$ cat config.mk
export PLATFORM = sky130hd
export DESIGN_NAME = fpu_ext_arb
export DESIGN_NICKNAME = d
export VERILOG_FILES = /design/src/rtl/fpu_ext_pkg.sv /design/src/rtl/rr_arb2.sv /design/src/rtl/fpu_ext_arb.sv
export SDC_FILE = /design/constraint.sdc
export NUM_CORES = 1
export LEC_CHECK = 0
export CORE_ASPECT_RATIO = 1.4
export CORE_MARGIN = 3
export CORE_UTILIZATION = 30
export DETAILED_ROUTE_END_ITERATION = 10
export GPL_TIMING_DRIVEN = 0
export PLACE_DENSITY = 0.7
export SYNTH_ARGS = -nofsm -noshare
export SYNTH_HDL_FRONTEND = slang
export SYNTH_SLANG_ARGS = --single-unit
$ cat constraint.sdc
create_clock -name clk -period 7.65 [get_ports clk]
set_input_delay 2.295 -clock clk [delete_from_list [all_inputs] [get_ports clk]]
set_output_delay 2.295 -clock clk [all_outputs]
set_load 0.02 [all_outputs]
$ cat src/rtl/fpu_ext_pkg.sv
// Shared definitions for the external FPU arbiter and the FPU it fronts:
// arbiter state encoding and funct3 opcode constants.
package fpu_ext_pkg;

    typedef enum logic [1:0] {
        IDLE  = 2'd0,
        ISSUE = 2'd1,
        WAIT  = 2'd2,
        RESP  = 2'd3
    } state_t;

    localparam logic [2:0] FUNCT3_FADD  = 3'd0;
    localparam logic [2:0] FUNCT3_FSUB  = 3'd1;
    localparam logic [2:0] FUNCT3_FMUL  = 3'd2;
    localparam logic [2:0] FUNCT3_FDIV  = 3'd3;
    localparam logic [2:0] FUNCT3_FSQRT = 3'd4;
    localparam logic [2:0] FUNCT3_FMIN  = 3'd5;
    localparam logic [2:0] FUNCT3_FMAX  = 3'd6;
    localparam logic [2:0] FUNCT3_FCMP  = 3'd7;

endpackage

$ cat src/rtl/rr_arb2.sv
// Two-way round-robin pick: on a tie the requester that was not served last wins.
module rr_arb2 (
    input  logic [1:0] req,
    input  logic       last,
    output logic       grant
);

    always_comb begin
        grant = 1'b0;
        if (req == 2'b11) begin
            grant = ~last;
        end else if (req[1]) begin
            grant = 1'b1;
        end
    end

endmodule

$ cat src/rtl/fpu_ext_arb.sv
// Arbitrates two requesters onto one external FPU: latches the winner's operands,
// issues a start pulse, waits (with timeout) for the result and returns it as a ready pulse.
module fpu_ext_arb
    import fpu_ext_pkg::*;
#(
    parameter int unsigned TIMEOUT = 255
) (
    input  logic        clk,
    input  logic        i_rst,
    input  logic        i_req0_valid,
    input  logic [31:0] i_req0_rs1,
    input  logic [31:0] i_req0_rs2,
    input  logic [2:0]  i_req0_funct3,
    input  logic        i_req1_valid,
    input  logic [31:0] i_req1_rs1,
    input  logic [31:0] i_req1_rs2,
    input  logic [2:0]  i_req1_funct3,
    output logic        o_req0_ready,
    output logic [31:0] o_req0_rd,
    output logic        o_req1_ready,
    output logic [31:0] o_req1_rd,
    output logic        o_fpu_valid,
    output logic [31:0] o_fpu_a,
    output logic [31:0] o_fpu_b,
    output logic [2:0]  o_fpu_op,
    input  logic        i_fpu_ready,
    input  logic [31:0] i_fpu_o,
    output logic        o_busy,
    output logic        o_grant,
    output logic        o_timeout_err,
    input  logic        i_clr_err
);

    localparam int unsigned TW = $clog2(TIMEOUT + 1);

    state_t        state;
    logic [TW-1:0] cnt;
    logic [TW-1:0] cnt_inc;
    logic [1:0]    armed;
    logic [1:0]    eligible;
    logic          last_grant;
    logic          grant;
    logic          pick;
    logic          accept;
    logic          fpu_done;
    logic          timeout_hit;
    logic          fpu_valid;
    logic          ready0;
    logic          ready1;
    logic          timeout_err;
    logic [31:0]   fpu_a;
    logic [31:0]   fpu_b;
    logic [2:0]    fpu_op;
    logic [31:0]   result;

    assign eligible    = {i_req1_valid, i_req0_valid} & armed;
    assign cnt_inc     = cnt + TW'(1);
    assign accept      = (state == IDLE) && (|eligible);
    assign fpu_done    = (state == WAIT) && i_fpu_ready;
    // A done pulse in the final WAIT cycle beats the timeout.
    assign timeout_hit = (state == WAIT) && !i_fpu_ready && (cnt_inc == TW'(TIMEOUT));

    rr_arb2 u_rr_arb2 (
        .req   (eligible),
        .last  (last_grant),
        .grant (pick)
    );

    always_ff @(posedge clk) begin
        if (i_rst) begin
            state       <= IDLE;
            fpu_valid   <= 1'b0;
            ready0      <= 1'b0;
            ready1      <= 1'b0;
            timeout_err <= 1'b0;
            last_grant  <= 1'b1;
            grant       <= 1'b1;
            armed       <= 2'b11;
            cnt         <= '0;
        end else begin
            fpu_valid <= 1'b0;
            ready0    <= 1'b0;
            ready1    <= 1'b0;
            if (i_clr_err) begin
                timeout_err <= 1'b0;
            end
            unique case (state)
                IDLE: begin
                    if (accept) begin
                        grant     <= pick;
                        fpu_valid <= 1'b1;
                        state     <= ISSUE;
                    end
                end
                ISSUE: begin
                    cnt   <= '0;
                    state <= WAIT;
                end
                WAIT: begin
                    if (fpu_done || timeout_hit) begin
                        ready0 <= ~grant;
                        ready1 <= grant;
                        state  <= RESP;
                    end
                    if (!fpu_done) begin
                        cnt <= cnt_inc;
                    end
                    if (timeout_hit) begin
                        timeout_err <= 1'b1;
                    end
                end
                RESP: begin
                    armed[grant] <= 1'b0;
                    last_grant   <= grant;
                    state        <= IDLE;
                end
                default: state <= IDLE;
            endcase
            // A low valid re-arms its requester even in RESP, so a request withdrawn
            // during its own response is not mistaken for one still being held.
            if (!i_req0_valid) begin
                armed[0] <= 1'b1;
            end
            if (!i_req1_valid) begin
                armed[1] <= 1'b1;
            end
        end
    end

    always_ff @(posedge clk) begin
        if (!i_rst) begin
            if (accept) begin
                fpu_a  <= pick ? i_req1_rs1    : i_req0_rs1;
                fpu_b  <= pick ? i_req1_rs2    : i_req0_rs2;
                fpu_op <= pick ? i_req1_funct3 : i_req0_funct3;
            end
            if (fpu_done) begin
                result <= i_fpu_o;
            end else if (timeout_hit) begin
                result <= '0;
            end
        end
    end

    assign o_fpu_valid   = fpu_valid;
    assign o_fpu_a       = fpu_a;
    assign o_fpu_b       = fpu_b;
    assign o_fpu_op      = fpu_op;
    assign o_req0_ready  = ready0;
    assign o_req1_ready  = ready1;
    assign o_req0_rd     = result;
    assign o_req1_rd     = result;
    assign o_busy        = (state != IDLE);
    assign o_grant       = grant;
    assign o_timeout_err = timeout_err;

endmodule

==> run_results.csv <==
group,metric,value,unit
outcome,outcome,"completed",
floorplanning,coreArea,16800,um2
clocking,cts_inserted_buffers,17,
floorplanning,die-area,18900,um2
timing,hold_viol,0,
drt,antenna_left,0,
logic_synthesis,dominantRegCellSynth,"edfxtp_1",
drt,drc_errors,0,
drt,vias,4228,
placed_design,place_area,8580,um2
timing,setup_ws,3.39,ns
global_routing,grt_use_total,0.166,
finish,final_area,9170,um2
logic_synthesis,syn_area_per_cell,14.3,um2
timing,period_needed,4.26,ns
logic_synthesis,synth_enable_flop_cells,99,
power,total_power,2.27,mW
clocking,clk_path_buf_depth,2,
clocking,tritoncts,"done",
min_path,holdPathEnd,"last_grant",
min_path,hp-start,"last_grant",
clocking,cts_hold_buf,0,
logic_synthesis,synth_top_family_by_area,"multiplexers",
global_routing,grt_overflow,0,
finish,syn2layout_area_growth,77.2,%
power,cellLeakagePower,3.44,nW
logic_synthesis,muxShareOfSynthArea,0.148,
floorplanning,num_rows,56,
floorplanning,die_w,117,um
logic_synthesis,ys_warn_count,0,
setup_path,cp-end-kind,"flop",
timing,relSlewSlack,0.591,
setup_path,worst_ep_required_time,7.74,ns
setup_path,r2r_slack,4.69,ns
clocking,clock-sinks,117,
timing,worst_pin_slew,0.614,ns
global_routing,grt_pass1_wl,23700,um
logic_synthesis,seq_area_frac_synth,0.644,
logic_synthesis,synth_xor_area_frac,0.00169,
timing,setup_viol,0,
clocking,cts_resized,0,
drt,drtIter0Drc,208,
min_path,worstHoldPathType,"reg -> reg",
finish,drive_gt1_frac,0.201,
timing,whs,0.501,ns
global_routing,grt_max_degree,37,
placed_design,preCtsSetupSlack,2.99,ns
logic_synthesis,synth-seq-cells,117,
finish,fillCellCount,1454,
clocking,root_buffer,"clkbuf_16",
power,peakVddDrop,0.000139,V
timing,rsz0062_at_grt,"no",
setup_path,cp_max_fo,21,
clocking,cts_max_level,4,
floorplanning,io-pin-count,309,
logic_synthesis,synth-compound-area-share,0.0372,
logic_synthesis,synth_top_area_frac,0.574,
logic_synthesis,async_flop_share,0,
logic_synthesis,yosysTopAreaCell,"edfxtp_1",
drt,first_pass_iters,4,
floorplanning,fp.dieH,161,um
placed_design,dpl.hpwl,12600,um
finish,n_antenna_cell,0,
drt,drt-vias-per-instance,4.66,
setup_path,reg2reg_to,"o_req0_rd[27]",
finish,nNetsFinal,870,
logic_synthesis,synth_area,5180,um2
logic_synthesis,ys_top_cells_by_area,"edfxtp_1, mux2_2, dfxtp_1",
logic_synthesis,synthAdderAreaFrac,0.0145,
flow_run,cap_violations,0,
logic_synthesis,yosysUniqueCellTypes,40,
timing,period_share,0.557,
timing,fmax,235,MHz
min_path,hold_depth,2,
finish,final_cell_mix,"clkdlybuf4s50_1, edfxtp_1, mux2_2",
finish,final_common_cell,"clkdlybuf4s50_1",
setup_path,r2r_start,"cnt[0]",
timing,finalSetupTns,0,ns
global_routing,grt_pass1_vias,4533,
clocking,clk_latency,0.41,ns
setup_path,arrival,4.36,ns
power,p_per_area,248,nW/um2
placed_design,io_buffers,308,
logic_synthesis,syn_nets,540,
logic_synthesis,netlist_instances,362,
placed_design,place_congestion,0.837,
setup_path,start_kind,"primary input",
setup_path,crit_type,"in -> reg",
floorplanning,start_util,0.308,
logic_synthesis,synthSimpleGateAreaFrac,0.0882,
drt,wire_per_inst,17.4,um
global_routing,antenna_found_initial,0,
setup_path,rr_worst_depth,7,
clocking,post_cts_buffers,0,
timing,clock_skew,0.0141,ns
clocking,clkTransAtPathRegs,0.05,ns
drt,wl,15800,um
timing,finalMaxSlewViolations,0,
state kept, by name, summed over array words and instances, names as in the netlist, 2 cells and up:
register and cells:
state 2, o_fpu_b 32, o_req0_rd 32, armed 2
cnt 8, o_fpu_a 32, o_fpu_op 3
area by class of cell:
class,instances,area (um2),share of cell area
plain buffers,50,312,0.0340
clock buffers,22,464,0.0506
clock inverters,10,131,0.0143
inverters,9,33.8,0.00368
multi-input cells,186,1510,0.164
flip-flops and latches,117,3330,0.363
well taps,203,254,0.0277
repair buffers,311,3140,0.342
power by group:
part | internal (mW) | switching [mW]
registers | 0.810 | 0.0312
logic | 0.311 | 0.319
clock network | 0.527 | 0.275
per-layer routing:
layer	track usage	routed length, um	vias to the layer above
met1	0.160	5330	1982
li1	-	-	1984
met5	0	0	-
met3	0.0727	1830	11
met4	0.0537	166	0
met2	0.309	8480	251
synth_stat cells (2+ instances only):
cell,n
mux2_2,67
buf_2,3
and3_1,33
nand2_1,11
inv_1,9
buf_4,32
a311oi_1,2
nand2b_1,3
a21oi_1,6
a31oi_1,3
a211oi_2,2
nand3b_1,2
clkbuf_1,14
nand3_1,7
nor3_1,2
nor2_1,17
edfxtp_1,99
ha_1,6
o21ai_0,6
dfxtp_1,18
stage by stage:
stage,std cells,utilization
floorplan,362,-
global placement,873,0.506
detailed placement,876,0.510
CTS,908,0.546
global route,908,0.546
finish,908,0.546
cells by family after synthesis:
family / count (synthesis)
flip-flops: 117
AND/OR/NAND/NOR: 84
multiplexers: 68
buffers and inverters: 59
AO/OA/AOI/OAI: 27
adder cells (fa/ha/maj): 6
XOR/XNOR: 1
worst max-delay path: stages:
cell	delay, ns
clkdlybuf4s50_1	0.60
nor2_2	0.40
a31oi_1	0.26
nor2_2	0.53
buf_8	0.26
worst max path at each step:
stage                start       endpoint  cells past startpoint
6_report       i_fpu_ready  o_req0_rd[27]                      5
2_1_floorplan        i_rst     o_fpu_a[0]                      3
3_5_place_dp   i_fpu_ready  o_req0_rd[21]                      5
3_3_place_gp         i_rst     o_fpu_b[8]                      4
5_1_grt        i_fpu_ready  o_req0_rd[23]                      5
4_1_cts        i_fpu_ready  o_req0_rd[23]                      5
Note: power is estimated with default switching activity, not from simulation.
